**config.mk**
```make
export PLATFORM = sky130hd
export DESIGN_NAME = npu_host_master_flat
export DESIGN_NICKNAME = d
export VERILOG_FILES = /design/src/rtl/npu_host_master_if.sv /design/src/rtl/npu_host_master.sv /design/src/flat_wrapper.sv
export SDC_FILE = /design/constraint.sdc
export NUM_CORES = 1
export LEC_CHECK = 0
export CAP_MARGIN = 0
export CORE_MARGIN = 5
export CORE_UTILIZATION = 30
export CTS_CLUSTER_DIAMETER = 60
export DETAILED_ROUTE_END_ITERATION = 6
export GPL_ROUTABILITY_DRIVEN = 0
export HOLD_SLACK_MARGIN = 0.06
export PLACE_DENSITY = 0.57
export SLEW_MARGIN = 10
export SYNTH_ARGS = -nofsm -noshare
export SYNTH_HDL_FRONTEND = slang
export SYNTH_SLANG_ARGS = --single-unit
export TNS_END_PERCENT = 20
```
**constraint.sdc**
```tcl
create_clock -name clk -period 2.23 [get_ports clk]
set_input_delay 0.3345 -clock clk [delete_from_list [all_inputs] [get_ports clk]]
set_output_delay 0.3345 -clock clk [all_outputs]
set_load 0.01 [all_outputs]
```
**src/rtl/npu_host_master_if.sv**
```systemverilog
// npu_host_master_if: command/response stream plus NPU host port
// (ena/wea/addra/dina/douta) used by npu_host_master.
// master modport is the initiator's view; slave is the sequencer/NPU side.
interface npu_host_master_if #(
  parameter int unsigned ADDR_W = 16,
  parameter int unsigned DATA_W = 32
);
  logic              cmd_valid;
  logic              cmd_ready;
  logic [1:0]        cmd_op;
  logic [ADDR_W-1:0] cmd_addr;
  logic [DATA_W-1:0] cmd_data;
  logic              rsp_valid;
  logic              rsp_ready;
  logic [DATA_W-1:0] rsp_data;
  logic              rsp_err;
  logic              ena;
  logic              wea;
  logic [ADDR_W-1:0] addra;
  logic [DATA_W-1:0] dina;
  logic [DATA_W-1:0] douta;
  logic              busy;

  modport master (
    input  cmd_valid, cmd_op, cmd_addr, cmd_data, rsp_ready, douta,
    output cmd_ready, rsp_valid, rsp_data, rsp_err, ena, wea, addra, dina, busy
  );

  modport slave (
    output cmd_valid, cmd_op, cmd_addr, cmd_data, rsp_ready, douta,
    input  cmd_ready, rsp_valid, rsp_data, rsp_err, ena, wea, addra, dina, busy
  );
endinterface

```
**src/rtl/npu_host_master.sv**
```systemverilog
// npu_host_master: bus initiator for the NPU host port. Executes single
// writes, single reads, done-bit polls and timed delays from a command
// stream; read and poll results return on a valid/ready response.
// Optional build macro NPU_HOST_POLL_TIMEOUT_EN bounds each poll to
// POLL_MAX strobes and reports expiry on rsp_err; without it polling is
// unbounded and rsp_err is constant 0.
module npu_host_master #(
  parameter int unsigned ADDR_W   = 16,
  parameter int unsigned DATA_W   = 32,
  parameter int unsigned RD_LAT   = 2,
  parameter int unsigned POLL_GAP = 4,
  parameter int unsigned POLL_MAX = 1024,
  parameter int unsigned DLY_W    = 16
) (
  input logic               clk,
  input logic               rst_ni,
  npu_host_master_if.master bus
);

  // Shared counter for read-latency and poll-gap waits.
  localparam int unsigned CNT_MAX = (RD_LAT > POLL_GAP) ? RD_LAT : POLL_GAP;
  localparam int unsigned CNT_W   = (CNT_MAX < 2) ? 1 : $clog2(CNT_MAX);

  if (RD_LAT < 1 || POLL_MAX < 1 || DLY_W > DATA_W) begin : g_bad_param
    $error("npu_host_master: RD_LAT and POLL_MAX must be >= 1, DLY_W <= DATA_W");
  end

  typedef enum logic [2:0] {
    S_IDLE,
    S_WRITE,
    S_RD_STROBE,
    S_RD_WAIT,
    S_POLL_GAP,
    S_DELAY,
    S_RESP
  } state_e;

  typedef enum logic [1:0] {
    OP_WRITE = 2'b00,
    OP_READ  = 2'b01,
    OP_POLL  = 2'b10,
    OP_DELAY = 2'b11
  } cmd_op_e;

  state_e            state_q;
  logic              ena_q;
  logic              wea_q;
  logic [ADDR_W-1:0] addra_q;
  logic [DATA_W-1:0] dina_q;
  logic              rsp_valid_q;
  logic [DATA_W-1:0] rsp_data_q;
  logic              rsp_err_q;
  logic              poll_q;
  logic [DATA_W-1:0] mask_q;
  logic [CNT_W-1:0]  cnt_q;
  logic [DLY_W-1:0]  dly_q;
  logic              poll_hit;
  logic              poll_expired;

`ifdef NPU_HOST_POLL_TIMEOUT_EN
  localparam int unsigned PCNT_W = $clog2(POLL_MAX + 1);
  logic [PCNT_W-1:0] poll_cnt_q;

  // Strobe count is updated in the strobe cycle, so at sample time it
  // already includes the strobe that produced the sample.
  assign poll_expired = (poll_cnt_q >= PCNT_W'(POLL_MAX));
`else
  assign poll_expired = 1'b0;
`endif

  // A mask of zero can never hit; only expiry (if built) ends such a poll.
  assign poll_hit = ((bus.douta & mask_q) != '0);

  // Command sequencer: state, host-port strobes and response registers.
  always_ff @(posedge clk or negedge rst_ni) begin
    if (!rst_ni) begin
      state_q     <= S_IDLE;
      ena_q       <= 1'b0;
      wea_q       <= 1'b0;
      addra_q     <= '0;
      dina_q      <= '0;
      rsp_valid_q <= 1'b0;
      rsp_data_q  <= '0;
      rsp_err_q   <= 1'b0;
      poll_q      <= 1'b0;
      mask_q      <= '0;
      cnt_q       <= '0;
      dly_q       <= '0;
`ifdef NPU_HOST_POLL_TIMEOUT_EN
      poll_cnt_q  <= '0;
`endif
    end else begin
      case (state_q)
        S_IDLE: begin
          if (bus.cmd_valid) begin
            case (cmd_op_e'(bus.cmd_op))
              OP_WRITE: begin
                state_q <= S_WRITE;
                ena_q   <= 1'b1;
                wea_q   <= 1'b1;
                addra_q <= bus.cmd_addr;
                dina_q  <= bus.cmd_data;
              end
              OP_READ, OP_POLL: begin
                state_q <= S_RD_STROBE;
                ena_q   <= 1'b1;
                wea_q   <= 1'b0;
                addra_q <= bus.cmd_addr;
                dina_q  <= '0;
                poll_q  <= (bus.cmd_op == OP_POLL);
                mask_q  <= bus.cmd_data;
`ifdef NPU_HOST_POLL_TIMEOUT_EN
                poll_cnt_q <= '0;
`endif
              end
              OP_DELAY: begin
                state_q <= S_DELAY;
                dly_q   <= bus.cmd_data[DLY_W-1:0];
              end
            endcase
          end
        end

        S_WRITE: begin
          ena_q   <= 1'b0;
          wea_q   <= 1'b0;
          state_q <= S_IDLE;
        end

        S_RD_STROBE: begin
          ena_q   <= 1'b0;
          cnt_q   <= CNT_W'(RD_LAT - 1);
          state_q <= S_RD_WAIT;
`ifdef NPU_HOST_POLL_TIMEOUT_EN
          poll_cnt_q <= poll_cnt_q + 1'b1;
`endif
        end

        S_RD_WAIT: begin
          if (cnt_q != '0) begin
            cnt_q <= cnt_q - 1'b1;
          end else if (!poll_q || poll_hit || poll_expired) begin
            rsp_data_q  <= bus.douta;
            rsp_err_q   <= poll_q && !poll_hit && poll_expired;
            rsp_valid_q <= 1'b1;
            state_q     <= S_RESP;
          end else if (POLL_GAP == 0) begin
            ena_q   <= 1'b1;
            state_q <= S_RD_STROBE;
          end else begin
            cnt_q   <= CNT_W'(POLL_GAP - 1);
            state_q <= S_POLL_GAP;
          end
        end

        S_POLL_GAP: begin
          if (cnt_q != '0) begin
            cnt_q <= cnt_q - 1'b1;
          end else begin
            ena_q   <= 1'b1;
            state_q <= S_RD_STROBE;
          end
        end

        // A zero count still spends one cycle here, matching the write timing.
        S_DELAY: begin
          if (dly_q <= DLY_W'(1)) begin
            state_q <= S_IDLE;
          end else begin
            dly_q <= dly_q - 1'b1;
          end
        end

        S_RESP: begin
          if (rsp_valid_q && bus.rsp_ready) begin
            rsp_valid_q <= 1'b0;
            state_q     <= S_IDLE;
          end
        end

        default: state_q <= S_IDLE;
      endcase
    end
  end

  assign bus.cmd_ready = (state_q == S_IDLE);
  assign bus.busy      = (state_q != S_IDLE);
  assign bus.ena       = ena_q;
  assign bus.wea       = wea_q;
  assign bus.addra     = addra_q;
  assign bus.dina      = dina_q;
  assign bus.rsp_valid = rsp_valid_q;
  assign bus.rsp_data  = rsp_data_q;
  assign bus.rsp_err   = rsp_err_q;

endmodule

```
**src/flat_wrapper.sv**
```systemverilog
// flat-port wrapper written by rule: the top's interface ports become plain ports
module npu_host_master_flat 
#(
  parameter int unsigned ADDR_W   = 16,
  parameter int unsigned DATA_W   = 32,
  parameter int unsigned RD_LAT   = 2,
  parameter int unsigned POLL_GAP = 4,
  parameter int unsigned POLL_MAX = 1024,
  parameter int unsigned DLY_W    = 16
)
  (clk, rst_ni, bus_cmd_valid, bus_cmd_op, bus_cmd_addr, bus_cmd_data, bus_rsp_ready, bus_douta, bus_cmd_ready, bus_rsp_valid, bus_rsp_data, bus_rsp_err, bus_ena, bus_wea, bus_addra, bus_dina, bus_busy);
  npu_host_master_if #(.ADDR_W(ADDR_W), .DATA_W(DATA_W)) bus_i ();
  input logic clk;
  input logic rst_ni;
  input wire logic [$bits(bus_i.cmd_valid)-1:0] bus_cmd_valid;
  input wire logic [$bits(bus_i.cmd_op)-1:0] bus_cmd_op;
  input wire logic [$bits(bus_i.cmd_addr)-1:0] bus_cmd_addr;
  input wire logic [$bits(bus_i.cmd_data)-1:0] bus_cmd_data;
  input wire logic [$bits(bus_i.rsp_ready)-1:0] bus_rsp_ready;
  input wire logic [$bits(bus_i.douta)-1:0] bus_douta;
  output wire logic [$bits(bus_i.cmd_ready)-1:0] bus_cmd_ready;
  output wire logic [$bits(bus_i.rsp_valid)-1:0] bus_rsp_valid;
  output wire logic [$bits(bus_i.rsp_data)-1:0] bus_rsp_data;
  output wire logic [$bits(bus_i.rsp_err)-1:0] bus_rsp_err;
  output wire logic [$bits(bus_i.ena)-1:0] bus_ena;
  output wire logic [$bits(bus_i.wea)-1:0] bus_wea;
  output wire logic [$bits(bus_i.addra)-1:0] bus_addra;
  output wire logic [$bits(bus_i.dina)-1:0] bus_dina;
  output wire logic [$bits(bus_i.busy)-1:0] bus_busy;
  assign bus_i.cmd_valid = bus_cmd_valid;
  assign bus_i.cmd_op = bus_cmd_op;
  assign bus_i.cmd_addr = bus_cmd_addr;
  assign bus_i.cmd_data = bus_cmd_data;
  assign bus_i.rsp_ready = bus_rsp_ready;
  assign bus_i.douta = bus_douta;
  assign bus_cmd_ready = bus_i.cmd_ready;
  assign bus_rsp_valid = bus_i.rsp_valid;
  assign bus_rsp_data = bus_i.rsp_data;
  assign bus_rsp_err = bus_i.rsp_err;
  assign bus_ena = bus_i.ena;
  assign bus_wea = bus_i.wea;
  assign bus_addra = bus_i.addra;
  assign bus_dina = bus_i.dina;
  assign bus_busy = bus_i.busy;
  npu_host_master #(.ADDR_W(ADDR_W), .DATA_W(DATA_W), .RD_LAT(RD_LAT), .POLL_GAP(POLL_GAP), .POLL_MAX(POLL_MAX), .DLY_W(DLY_W)) u_core (.clk(clk), .rst_ni(rst_ni), .bus(bus_i));
endmodule
```
==> metrics.txt, run 1 <==
met2 wire len just under 9000 um; post-synthesis compound-gate area fraction under 10%; RSZ-0062 raised after global routing true; Final Critical Period 2340 ps; clk_skew between 9 and 10 ps; Final setup viols 33; Simple-Gate Fraction of Synth Area between 10% and 20%; Synth Flop Type dfrtp_1; Max Used Layer met4; Tot GR Track Use between 15 and 20%; Hold Fails Final Rpt 0; delay of the slowest critical-path stage just under 500 ps; required time worst endpoint 2520 ps; Yosys top cell area share ~55%; Yosys top cell by area dfrtp_1; Worst Reg-to-Reg Cells 8; crit path cell chain clkdlybuf4s50_1 -> a22o_1 -> a221oi_2 -> buf_4 -> nand4_1 -> or4_4 -> buf_4 -> o21a_1 -> mux2_2; post-synthesis xor/xnor area fraction 0%; routed length on met1 between 8000 and 9000 um; share of layout cells above drive strength 1 22.3%; clk sinks 137; final WL roughly 19000 um; total CTS buffers 17; Power Dens Cells between 1000 and 1500 mW/mm^2; initial DRC count around 340; vias in the first global route ~5200; wire length on met3 approximately 1300 um; Worst Path Arrival ~2600 ps; worst slew pin tran about 640 ps; htree depth 4; max-capacitance violation count 0; initial antenna violation count 1; RR Endpoint u_core.cnt_q[1]$_DFFE_PN0P_; combinational family with the most area after synthesis multiplexers; syn avg cell area 11.6 um^2; largest net degree at the start of global routing 53; Nets around 820; core footprint between 0.02 and 0.025 mm^2; Fillers ~1900; Worst R2R Start u_core.mask_q[7]$_DFFE_PN0P_; starting density of the core between 30% and 40%; # IOs between 150 and 200; Post-Syn Area between 0.006 and 0.007 mm^2; r2r setup slk -100 ps; full die area between 0.02 and 0.025 mm^2; Hold Path Class primary input to async pin; Setup WS pre-CTS -745 ps; Worst path most repeated cell buf_4; Mapped Nets around 630; Post-Synth Adder-Cell Area 1.41%; Relative slew margins 57.1%; CTS clk-pin slew, worst paths about 60 ps; CP max-delay cell or4_4; PortBufs between 150 and 200; Post-synth EDFFs 0; Leak Pwr around 4.0 nW; CP top delay family buffers and inverters; Core Util, Final a little under half; status finished with violations; YS warnings 0; Crit Path Class primary input to register; Final WS setup -112 ps; sequential-to-total area share from yosys stat between 50% and 60%; most frequent cell after synthesis dfrtp_1; global-route wire length before repair 29900 um; Worst setup SP type primary input; Peak VDD IR between 0.6 and 0.7 mV; CP Max Fanout 5; fmax about 430 MHz; DR vias/cell about 4.9; drt first pass iters 4; Worst-Skew Late Latency about 420 ps; asr flop ratio synth between 90% and 100%; row cnt 52; total gr overflow 0; fin crit share 105%; Ant. Diodes 0; Syn-to-layout area delta 47.2%; post-synthesis mux area share approximately 17%; # DRC 0; top cells by count, synth dfrtp_1, nand2_1, mux2_2; Area after DPL between 0.008 and 0.009 mm^2; post-route ant nets 0; Yosys reg bits about 140; Mapped Cells approximately 540; HPWL after DPL 13700 um; design area between 0.009 and 0.01 mm^2; routed vias roughly 4900; max-slew violations 0; largest cells by area after synthesis dfrtp_1, mux2_2, mux2_4; die width around 150 um; DR WL/cell ~19 um; Crit. End Element register; post-CTS setup buffers 0; clock buffer depth 2; TritonCTS clock tree built; Die Y 154 um; CP bufs+invs 3; failing checks negative setup slack; root buffer cell clkbuf_16; Synth cell types 43
## through the flow
stage / cells / hold WS, ps / TNS [ps] / power, mW
after floorplan: 535 / 38.9 / 0 / 6.94
after global placement: 978 / 314 / -24890 / 9.27
after detailed placement: 978 / 324 / -25860 / 9.45
after CTS: 1013 / 445 / -2710 / 12.8
after global routing: 1013 / 483 / -5770 / 13.4
final: 1013 / 432 / -2940 / 12.7
## sequential cells by signal (all words and copies together), names as in the netlist
register,count
u_core.bus.rsp_valid,1
u_core.poll_q,1
u_core.bus.ena,1
u_core.bus.rsp_data,32
u_core.bus.dina,32
u_core.state_q,3
u_core.bus.wea,1
u_core.bus.addra,16
u_core.cnt_q,2
u_core.mask_q,32
u_core.dly_q,16
## worst register-to-register path, stage by stage (launching register included)
cell      delay, ps
dfrtp_1         390
a22o_1          220
a221oi_2        250
buf_4           160
nand4_1          90
or4_4           490
buf_4           160
o21a_1          190
mux2_2          260
## area by class of cell
type | count | area [um^2] | area share [%]
multi-input cells | 361 | 2670 | 29.2
clock buffers | 18 | 439 | 4.81
repair buffers | 203 | 2010 | 21.9
clock inverters | 13 | 215 | 2.35
well taps | 270 | 338 | 3.70
flip-flops and latches | 137 | 3430 | 37.5
inverters | 11 | 41.3 | 0.452
## layer usage
layer / up-vias / global-route usage (%)
li1: 2294 / -
met1: 2452 / 22.2
met2: 157 / 24.7
met3: 25 / 4.55
met4: 0 / 5.30
met5: - / 0
## repair_timing
item                                    4_1_cts  5_1_grt
endpoints found under the hold margin        48        0
endpoints found under the setup margin       46       49
hold buffers                                  1        0
pin swaps                                     0        0
cloned                                        3        0
gates resized for setup                      11        4
## worst max-delay path by stage
| stage | from | to | slack (ps) | depth (start not counted) |
|---|---|---|---|---|
| 5_1_grt | u_core.mask_q[7]$_DFFE_PN0P_ | u_core.cnt_q[1]$_DFFE_PN0P_ | -190 | 8 |
| 6_report | bus_douta[7] | u_core.cnt_q[1]$_DFFE_PN0P_ | -110 | 9 |
| 2_1_floorplan | u_core.mask_q[2]$_DFFE_PN0P_ | u_core.bus.rsp_data[22]$_DFFE_PN0P_ | 10 | 8 |
| 3_5_place_dp | bus_douta[7] | u_core.bus.rsp_data[2]$_DFFE_PN0P_ | -750 | 8 |
| 3_3_place_gp | bus_douta[7] | u_core.bus.rsp_data[7]$_DFFE_PN0P_ | -720 | 8 |
| 4_1_cts | u_core.mask_q[7]$_DFFE_PN0P_ | u_core.cnt_q[1]$_DFFE_PN0P_ | -100 | 8 |
## layout by cell type, fill, tap and decap left out, drive strengths merged, types with 5 or more instances in the layout
cell | synthesis | routed
clkdlybuf4s50 | 0 | 168
dfrtp | 137 | 137
mux2 | 84 | 84
nand2 | 80 | 80
buf | 9 | 33
nand3b | 32 | 32
nor2 | 31 | 31
o21ai | 23 | 23
a21oi | 20 | 20
clkbuf | 20 | 18
a22oi | 16 | 16
inv | 11 | 15
nor3 | 9 | 9
ha | 7 | 7
o22ai | 6 | 6
bufinv | 0 | 5
nand2b | 5 | 5
## logic make-up (layout without fill, tap and decap cells)
| kind of cell | Yosys count | count (layout) |
|---|---|---|
| AND/OR/NAND/NOR | 180 | 183 |
| flip-flops | 137 | 137 |
| AO/OA/AOI/OAI | 85 | 85 |
| multiplexers | 85 | 85 |
| buffers and inverters | 40 | 245 |
| adder cells (fa/ha/maj) | 7 | 7 |
| other | 1 | 1 |
## power by group
part	internal (mW)	total [mW]	switching [mW]
Combinational	2.92	5.11	2.20
Clock	2.02	3.13	1.11
Sequential	3.65	4.42	0.772
Note: power is estimated with default switching activity, not from simulation.
==> run 2: changes to the inputs <==
--- a/config.mk
+++ b/config.mk
@@ -6,7 +6,6 @@
 export NUM_CORES = 1
 export LEC_CHECK = 0
 export CAP_MARGIN = 0
-export CORE_MARGIN = 5
 export CORE_UTILIZATION = 30
 export CTS_CLUSTER_DIAMETER = 60
 export DETAILED_ROUTE_END_ITERATION = 6
==> metrics.txt, run 2 (synthesis gave the netlist of run 1 again) <==
full die area roughly 0.021 mm^2; Ant. Diodes 0; max-slew violations 0; max-capacitance violation count 0; Worst Reg-to-Reg Cells 7; clk sinks about 140; Fillers approximately 1800; Cells after DPL between 900 and 1000; Area after DPL between 0.008 and 0.009 mm^2; root buffer cell clkbuf_16; starting density of the core roughly 31%; Core Util, Final about 45%; RR Endpoint u_core.cnt_q[1]$_DFFE_PN0P_; Hold Fails Final Rpt 0; commonest non-fill, non-tap cell in the layout clkdlybuf4s50_1; Crit Path Class register to register; TritonCTS clock tree built; HPWL after DPL between 10000 and 15000 um; row cnt 52; vias in the first global route roughly 5200; Gate power share 42.2%; Die Y about 150 um; Hold WS 468 ps; required time worst endpoint roughly 2500 ps; fmax around 440 MHz; share of layout cells above drive strength 1 about 22%; Worst Path Arrival approximately 2600 ps; Final WS setup -62.6 ps; CTS clk-pin slew, worst paths 60 ps; CP top delay family compound AO/OA/AOI/OAI gates; total gr overflow 0; r2r setup slk -60 ps; final WL between 15000 and 20000 um; Internal Power roughly 8.4 mW; total CTS buffers 17; crit path cell chain a22o_1 -> a221oi_2 -> nand3_1 -> or4_4 -> buf_4 -> o21a_1 -> mux2_2; clock buffer depth 2; Total Neg Setup Slack -1340 ps; Tot GR Track Use a little under a fifth; PortBufs between 150 and 200; CP Max Fanout 5; global-route wire length before repair around 30000 um; Crit. End Element register; # IOs about 170; most frequent cells in the layout clkdlybuf4s50_1, dfrtp_1, nand2_1; CP max-delay cell or4_4; Leak Pwr ~4.0 nW; Final Non-Filler Cells ~1000; Syn-to-layout area delta 46.6%; clk_skew around 9.5 ps; drt first pass iters 5; Reg power frac between 30% and 40%; Nets about 820; Final Power 12.4 mW; Peak VDD IR around 0.56 mV; die width 146 um; Worst R2R Start u_core.mask_q[2]$_DFFE_PN0P_; Relative slew margins 60.0%; failing checks negative setup slack; worst slew pin tran about 600 ps; DR WL/cell 18.2 um; fin crit share 103%; Power Dens Cells 1360 mW/mm^2; Setup WS pre-CTS -640 ps; switching power 3.97 mW; design area a little over 0.009 mm^2; Sw Ratio 32.1%; met2 Resource Use GR a little under 30%; RSZ-0062 raised after global routing true; FF+latch area 0.00343 mm^2; CP bufs+invs 1; met3 Usage GRT 3.64%; post-route ant nets 0; initial antenna violation count 0; Hold Path Class primary input to async pin; Final setup viols 33; htree depth 4; Final Critical Period between 2000 and 2500 ps; status finished with violations; met1 Use GR between 20% and 30%; busiest grt layer met2; clock power share around 22%; DR vias/cell 4.91; Multi-input gate area between 0.002 and 0.003 mm^2; delay of the slowest critical-path stage roughly 550 ps; Worst-Skew Late Latency approximately 420 ps; # DRC 0; largest net degree at the start of global routing 63; Worst setup SP type register; initial DRC count about 280; routed vias ~5000; core footprint 0.0202 mm^2
[run 2: cell types whose count changed in the layout (fill, tap and decap cells not counted), moves of 3 or more]
| cell | delta |
|---|---|
| bufinv_16 | -3 |
| inv_6 | -4 |
| buf_12 | +3 |
| clkinv_2 | +4 |
| clkbuf_8 | +3 |
| buf_4 | -4 |
[run 2: layout make-up]
class	instances	share of cell area, %
clock buffers	23	5.36
clock inverters	8	1.03
flip-flops and latches	137	37.7
well taps	270	3.71
inverters	11	0.453
multi-input cells	361	29.4
repair buffers	202	22.4
[run 2: routing by layer]
metal,part of all wire (%),wire (um)
met1,45,8270
met2,49,8940
met3,4.6,842
met4,1.8,329
met5,0,0
[run 2: what timing repair did]
action | in CTS | in global routing
gates cloned | 3 | 0
hold buffers | 1 | 0
setup buffers | 1 | 1
pin swaps | 2 | 1
setup endpoints to repair | 44 | 43
resized for setup | 11 | 8
hold endpoints to repair | 60 | 0
[run 2: power by group through the flow]
stage	Combinational [mW]	Sequential, mW	Clock [mW]
floorplan	2.38	4.56	0
global placement	4.92	4.35	0
detailed placement	5.06	4.39	0
CTS	5.20	4.37	2.83
global route	5.62	4.53	2.93
finish	5.21	4.38	2.76
[run 2: worst max path at each step]
stage	start	to	cells past startpoint
floorplan	u_core.mask_q[2]$_DFFE_PN0P_	u_core.bus.rsp_data[22]$_DFFE_PN0P_	8
global placement	bus_douta[7]	u_core.bus.rsp_data[7]$_DFFE_PN0P_	7
detailed placement	bus_douta[2]	u_core.bus.rsp_data[19]$_DFFE_PN0P_	7
CTS	u_core.mask_q[2]$_DFFE_PN0P_	u_core.cnt_q[1]$_DFFE_PN0P_	7
global route	u_core.mask_q[2]$_DFFE_PN0P_	u_core.cnt_q[1]$_DFFE_PN0P_	7
finish	u_core.mask_q[2]$_DFFE_PN0P_	u_core.cnt_q[1]$_DFFE_PN0P_	7
[run 2: worst register-to-register path, delay by kind of cell, from the launching register on]
kind | cells | cell delay (ps)
AOI/OAI and AO/OA | 3 | 680
and+or+nand+nor | 2 | 660
DFF | 1 | 400
muxes | 1 | 270
buffers and inverters | 1 | 170
